`config.mk`:
```
export PLATFORM = sky130hd
export DESIGN_NAME = sweep_counter
export DESIGN_NICKNAME = d
export VERILOG_FILES = /design/src/rtl/sweep_counter.sv
export SDC_FILE = /design/constraint.sdc
export NUM_CORES = 1
export LEC_CHECK = 0
export CAP_MARGIN = 25
export CORE_UTILIZATION = 50
export CTS_BUF_LIST = sky130_fd_sc_hd__clkbuf_4 sky130_fd_sc_hd__clkbuf_8 sky130_fd_sc_hd__clkbuf_16
export DETAILED_ROUTE_END_ITERATION = 8
export PLACE_DENSITY = 0.83
export SETUP_SLACK_MARGIN = 0.5
export SYNTH_ARGS = -nofsm -noshare
export SYNTH_HDL_FRONTEND = slang
export SYNTH_SLANG_ARGS = --single-unit
```
`constraint.sdc`:
```
create_clock -name CLK -period 4.15 [get_ports CLK]
set_input_delay 0.83 -clock CLK [delete_from_list [all_inputs] [get_ports CLK]]
set_output_delay 0.83 -clock CLK [all_outputs]
set_load 0.01 [all_outputs]
```
`src/rtl/sweep_counter.sv`:
```
`default_nettype none
// ============================================================================
//  Module      : sweep_counter
//  Description : Single-axis servo sweep counter for tracker calibration.
//                On EN it drives the forward move enable for CNT_MAX+1 cycles
//                or until PWM_LIMIT_HI. With BIDIR=1 it then drives the reverse
//                enable in the same way, up to PWM_LIMIT_LO. A completed sweep
//                gives a one-cycle DONE pulse and then holds until EN drops.
//                Dropping EN mid-sweep aborts without DONE.
//  Ports       : CLK          - system clock, rising edge
//                RST_N        - synchronous reset, active-low
//                EN           - sweep enable (level)
//                PWM_LIMIT_HI - servo at forward limit
//                PWM_LIMIT_LO - servo at reverse limit
//                CNT_FWD      - forward move enable (registered)
//                CNT_REV      - reverse move enable (registered)
//                BUSY         - CNT_FWD | CNT_REV (registered)
//                DONE         - one-cycle completion pulse (registered)
//                COUNT        - current leg count (registered)
//                LIMIT_HIT    - leg ended on a PWM limit (SWEEP_LIMIT_FLAG_EN)
//  Options     : `define SWEEP_LIMIT_FLAG_EN adds the LIMIT_HIT output
//  Revision    : 1.0 - initial release
// ============================================================================
module sweep_counter #(
  parameter int CNT_W   = 9,
  parameter int CNT_MAX = 511,
  parameter int BIDIR   = 0
) (
  input  logic             CLK,
  input  logic             RST_N,
  input  logic             EN,
  input  logic             PWM_LIMIT_HI,
  input  logic             PWM_LIMIT_LO,
  output logic             CNT_FWD,
  output logic             CNT_REV,
  output logic             BUSY,
  output logic             DONE,
`ifdef SWEEP_LIMIT_FLAG_EN
  output logic             LIMIT_HIT,
`endif
  output logic [CNT_W-1:0] COUNT
);

  localparam logic [1:0] c_state_idle = 2'd0;
  localparam logic [1:0] c_state_fwd  = 2'd1;
  localparam logic [1:0] c_state_rev  = 2'd2;
  localparam logic [1:0] c_state_hold = 2'd3;

  localparam logic [CNT_W-1:0] c_cnt_max = CNT_MAX[CNT_W-1:0];
  localparam logic [CNT_W-1:0] c_cnt_one = {{(CNT_W-1){1'b0}}, 1'b1};
  localparam logic [CNT_W-1:0] c_cnt_zero = '0;

  logic [1:0]       state_q, state_d;
  logic [CNT_W-1:0] count_q, count_d;
  logic             fwd_q, fwd_d;
  logic             rev_q, rev_d;
  logic             busy_q, busy_d;
  logic             done_q, done_d;
  logic             limit_q, limit_d;

  logic at_max;
  logic leg_limit;

  assign at_max = (count_q == c_cnt_max);
  // Each leg listens only to the limit in its own direction.
  assign leg_limit = (state_q == c_state_fwd) ? PWM_LIMIT_HI : PWM_LIMIT_LO;

  always_comb begin
    state_d = state_q;
    count_d = count_q;
    done_d  = 1'b0;
    limit_d = limit_q;

    case (state_q)
      c_state_idle: begin
        count_d = c_cnt_zero;
        if (EN) begin
          state_d = c_state_fwd;
          limit_d = 1'b0;
        end
      end

      c_state_fwd, c_state_rev: begin
        if (!EN) begin
          // Abort takes priority over any terminal condition.
          state_d = c_state_idle;
          count_d = c_cnt_zero;
        end else if (at_max || leg_limit) begin
          limit_d = limit_q | leg_limit;
          if ((state_q == c_state_fwd) && (BIDIR != 0)) begin
            state_d = c_state_rev;
            count_d = c_cnt_zero;
          end else begin
            // COUNT stays at its terminal value while holding.
            state_d = c_state_hold;
            done_d  = 1'b1;
          end
        end else begin
          count_d = count_q + c_cnt_one;
        end
      end

      default: begin // hold
        if (!EN) begin
          state_d = c_state_idle;
          count_d = c_cnt_zero;
        end
      end
    endcase

    fwd_d  = (state_d == c_state_fwd);
    rev_d  = (state_d == c_state_rev);
    busy_d = fwd_d | rev_d;
  end

  always_ff @(posedge CLK) begin
    if (!RST_N) begin
      state_q <= c_state_idle;
      count_q <= c_cnt_zero;
      fwd_q   <= 1'b0;
      rev_q   <= 1'b0;
      busy_q  <= 1'b0;
      done_q  <= 1'b0;
      limit_q <= 1'b0;
    end else begin
      state_q <= state_d;
      count_q <= count_d;
      fwd_q   <= fwd_d;
      rev_q   <= rev_d;
      busy_q  <= busy_d;
      done_q  <= done_d;
      limit_q <= limit_d;
    end
  end

  assign CNT_FWD = fwd_q;
  assign CNT_REV = rev_q;
  assign BUSY    = busy_q;
  assign DONE    = done_q;
  assign COUNT   = count_q;

`ifdef SWEEP_LIMIT_FLAG_EN
  assign LIMIT_HIT = limit_q;
`else
  // Flag is tracked but not exported in this build.
  logic unused_limit;
  assign unused_limit = limit_q;
`endif

endmodule
`default_nettype wire

```
==> impl_metrics.yaml <==
outcome:
  status: "complete, no violations"
route:
  wl_per_cell_um: 13.22
  vias: 677
  wirelength_um: 1573
  dr.pass1.iters: 4
  drtIter0Drc: 8
  antenna_left: 0
  drcViolationCount: 0
  via_per_inst: 5.689
layout:
  final_common_cell: "clkdlybuf4s50_1"
  fin_nets: 116
  antennaDiodeCount: 0
  fillCellCount: 116
  syn_to_final_growth_pct: 26.33
  drive_gt1_share_pct: 7.692
  mostFrequentLayoutCells: "clkdlybuf4s50_1, dfxtp_1, nor2_1"
  finish.utilization_pct: 71.61
global_route:
  grt_overflow: 0
  grt_use_total_pct: 22.25
  grt_max_degree: 11
  antenna_found_initial: 0
  first_global_vias: 586
  grt_pass1_wl_um: 2359
logic_synthesis:
  synthAdderAreaFrac_pct: 9.693
  seq_area_frac_synth_pct: 38.77
  synth.distinct_cells: 27
  ys_seq_elements: 15
  avgSynthCellArea_um2: 9.006
  synth_top_family_by_area: "simple AND/OR/NAND/NOR gates"
  synthMuxAreaShare_pct: 1.939
  synth_compound_area_share_pct: 10.02
  syn_inst: 86
  yosys.area_share.simple_pct: 29.24
  async_flop_share_pct: 0
  synth_nets: 97
  synth_area_um2: 774.5
  synth_xor_area_share_pct: 6.785
  synth-edff-count: 0
  synthFlopType: "dfxtp_1"
  yosysWarnings: 0
timing:
  fin_crit_sh_pct: 52.32
  clock_skew_ns: 0.001392
  tns_ns: 0
  fmax_ghz: 0.4606
  finalMaxSlewViolations: 0
  setup_violations: 0
  period_needed_ns: 2.171
  worst_pin_slew_ns: 0.3416
  worst_slack_ns: 1.979
  hold_violations: 0
  rsz0062_at_grt: "false"
  holdWs_ns: 0.5248
  relSlewSlack_pct: 77.16
critical_path:
  crit_slowest_cell: "clkdlybuf4s50_1"
  cp-end-kind: "output port"
  critPathKind: "reg2out"
  startpoint_type: "flop"
  worst_ep_required_time_ns: 3.32
  cp.arrival_ns: 1.34
  critical-path-top-delay-family: "buffers and inverters"
  cpPeakStageDelay_ns: 0.59
  rrSetupSlack_ns: 2.10
  path_buf_inv: 1
  path_max_fanout: 7
  crit_chain: "clkdlybuf4s50_1"
die:
  initial_core_util_pct: 56.69
  num_io_pins: 18
  fp.dieW_um: 41.36
  die_y_um: 41.36
  core_area_mm2: 0.001366
  rows: 13
  dieArea_mm2: 0.001710
placed_design:
  dp_slack_ns: 1.689
  place_congestion: 0.7513
  port_buffers: 17
  place_hpwl_um: 1200
clock_tree:
  ctsHtreeMaxLevel: 1
  post_cts_resized: 0
  clk_pin_slew_ns: 0.09
  post_cts_buffers: 0
  hold_buffers: 0
  clk_latency_ns: 0.29
  clk_path_buf_depth: 2
  clock_sinks: 15
  numCtsBuffers: 3
  cts_tree: "done"
  cts_root_buffer: "clkbuf_4"
pwr:
  p_int_mw: 0.2273
  power_density_mw_per_mm2: 336.1
  total_power_mw: 0.3288
  p_switching_mw: 0.1015
  p_seq_share_pct: 48.3
  p_sw_share_pct: 30.87
  ir_drop_v: 0.0002088
  pwr-share-comb_pct: 25.3
  power.share.clock_pct: 26.5
  p_leak_nw: 0.3538
worst_hold_path:
  hp-class: "reg2reg"
flow_run:
  drv_cap: 0
## power by group through the flow
stage	sequential [mW]	clock, mW	combinational (mW)
after floorplan	0.165	0	0.0525
after global placement	0.162	0	0.0798
after detailed placement	0.162	0	0.0827
after CTS	0.159	0.0897	0.0834
after global routing	0.160	0.0947	0.0916
final	0.159	0.0870	0.0831
## metrics by stage
stage | cells | cell area [µm²]
after floorplan | 86 | 774.5
after global placement | 115 | 950.9
after detailed placement | 115 | 950.9
after CTS | 119 | 978.4
after global routing | 119 | 978.4
final | 119 | 978.4
## registers in the layout, indices dropped and copies added (netlist names)
signal	count
COUNT	9
state_q	2
BUSY	1
CNT_FWD	1
CNT_REV	1
DONE	1
## worst paths after layout
kind,start,cells after the start,endpoint
worst min register to register,COUNT[1],2,COUNT[1]
worst min-delay path,COUNT[1],2,COUNT[1]
worst max register to register,COUNT[0],9,BUSY
worst max-delay path,COUNT[3],1,COUNT[3]
## final cells by class
type                            count  area (µm²)  area share, %
Clock buffer                        3       22.52          2.302
Multi-Input combinational cell     64       446.7          45.65
Inverter                            4       15.01          1.535
Tap cell                           15       18.77          1.918
Timing Repair Buffer               17       170.2          17.39
Sequential cell                    15       300.3          30.69
Clock inverter                      1       5.005         0.5115
## layer usage
metal / share of wire [%] / GRT usage, % / vias to the layer above / wire length (µm)
met4: 2.1 / 16.13 / 0 / 33
li1: - / - / 339 / -
met5: 0 / 0 / - / 0
met3: 3.7 / 6.915 / 5 / 58
met1: 45 / 22.15 / 316 / 700
met2: 50 / 38.67 / 17 / 781
## kinds of logic after synthesis
| logic type | after synthesis |
|---|---|
| flops | 15 |
| simple gates | 40 |
| compound gates | 11 |
| mux | 1 |
| buf+inv | 7 |
| xor+xnor | 6 |
| fa+ha+maj | 6 |
## synthesized netlist by cell type, types with 2 or more instances
cell      count  share of area [%]
xnor2_1       6                6.8
clkbuf_1      2               0.97
o21ai_0       3                1.9
nand4_1       3                2.4
nor3b_1       2                1.9
nand3_1       4                2.6
a21oi_1       2                1.3
inv_1         4                1.9
nor2_1       11                5.3
nand2_1       5                2.4
dfxtp_1      15                 39
ha_1          6                9.7
nand2b_1      2                1.6
nor2b_1       4                3.2
nor3_1        2                1.3
and3_1        2                1.6
nor4_2        3                4.8
(Power assumes the default switching activity.)
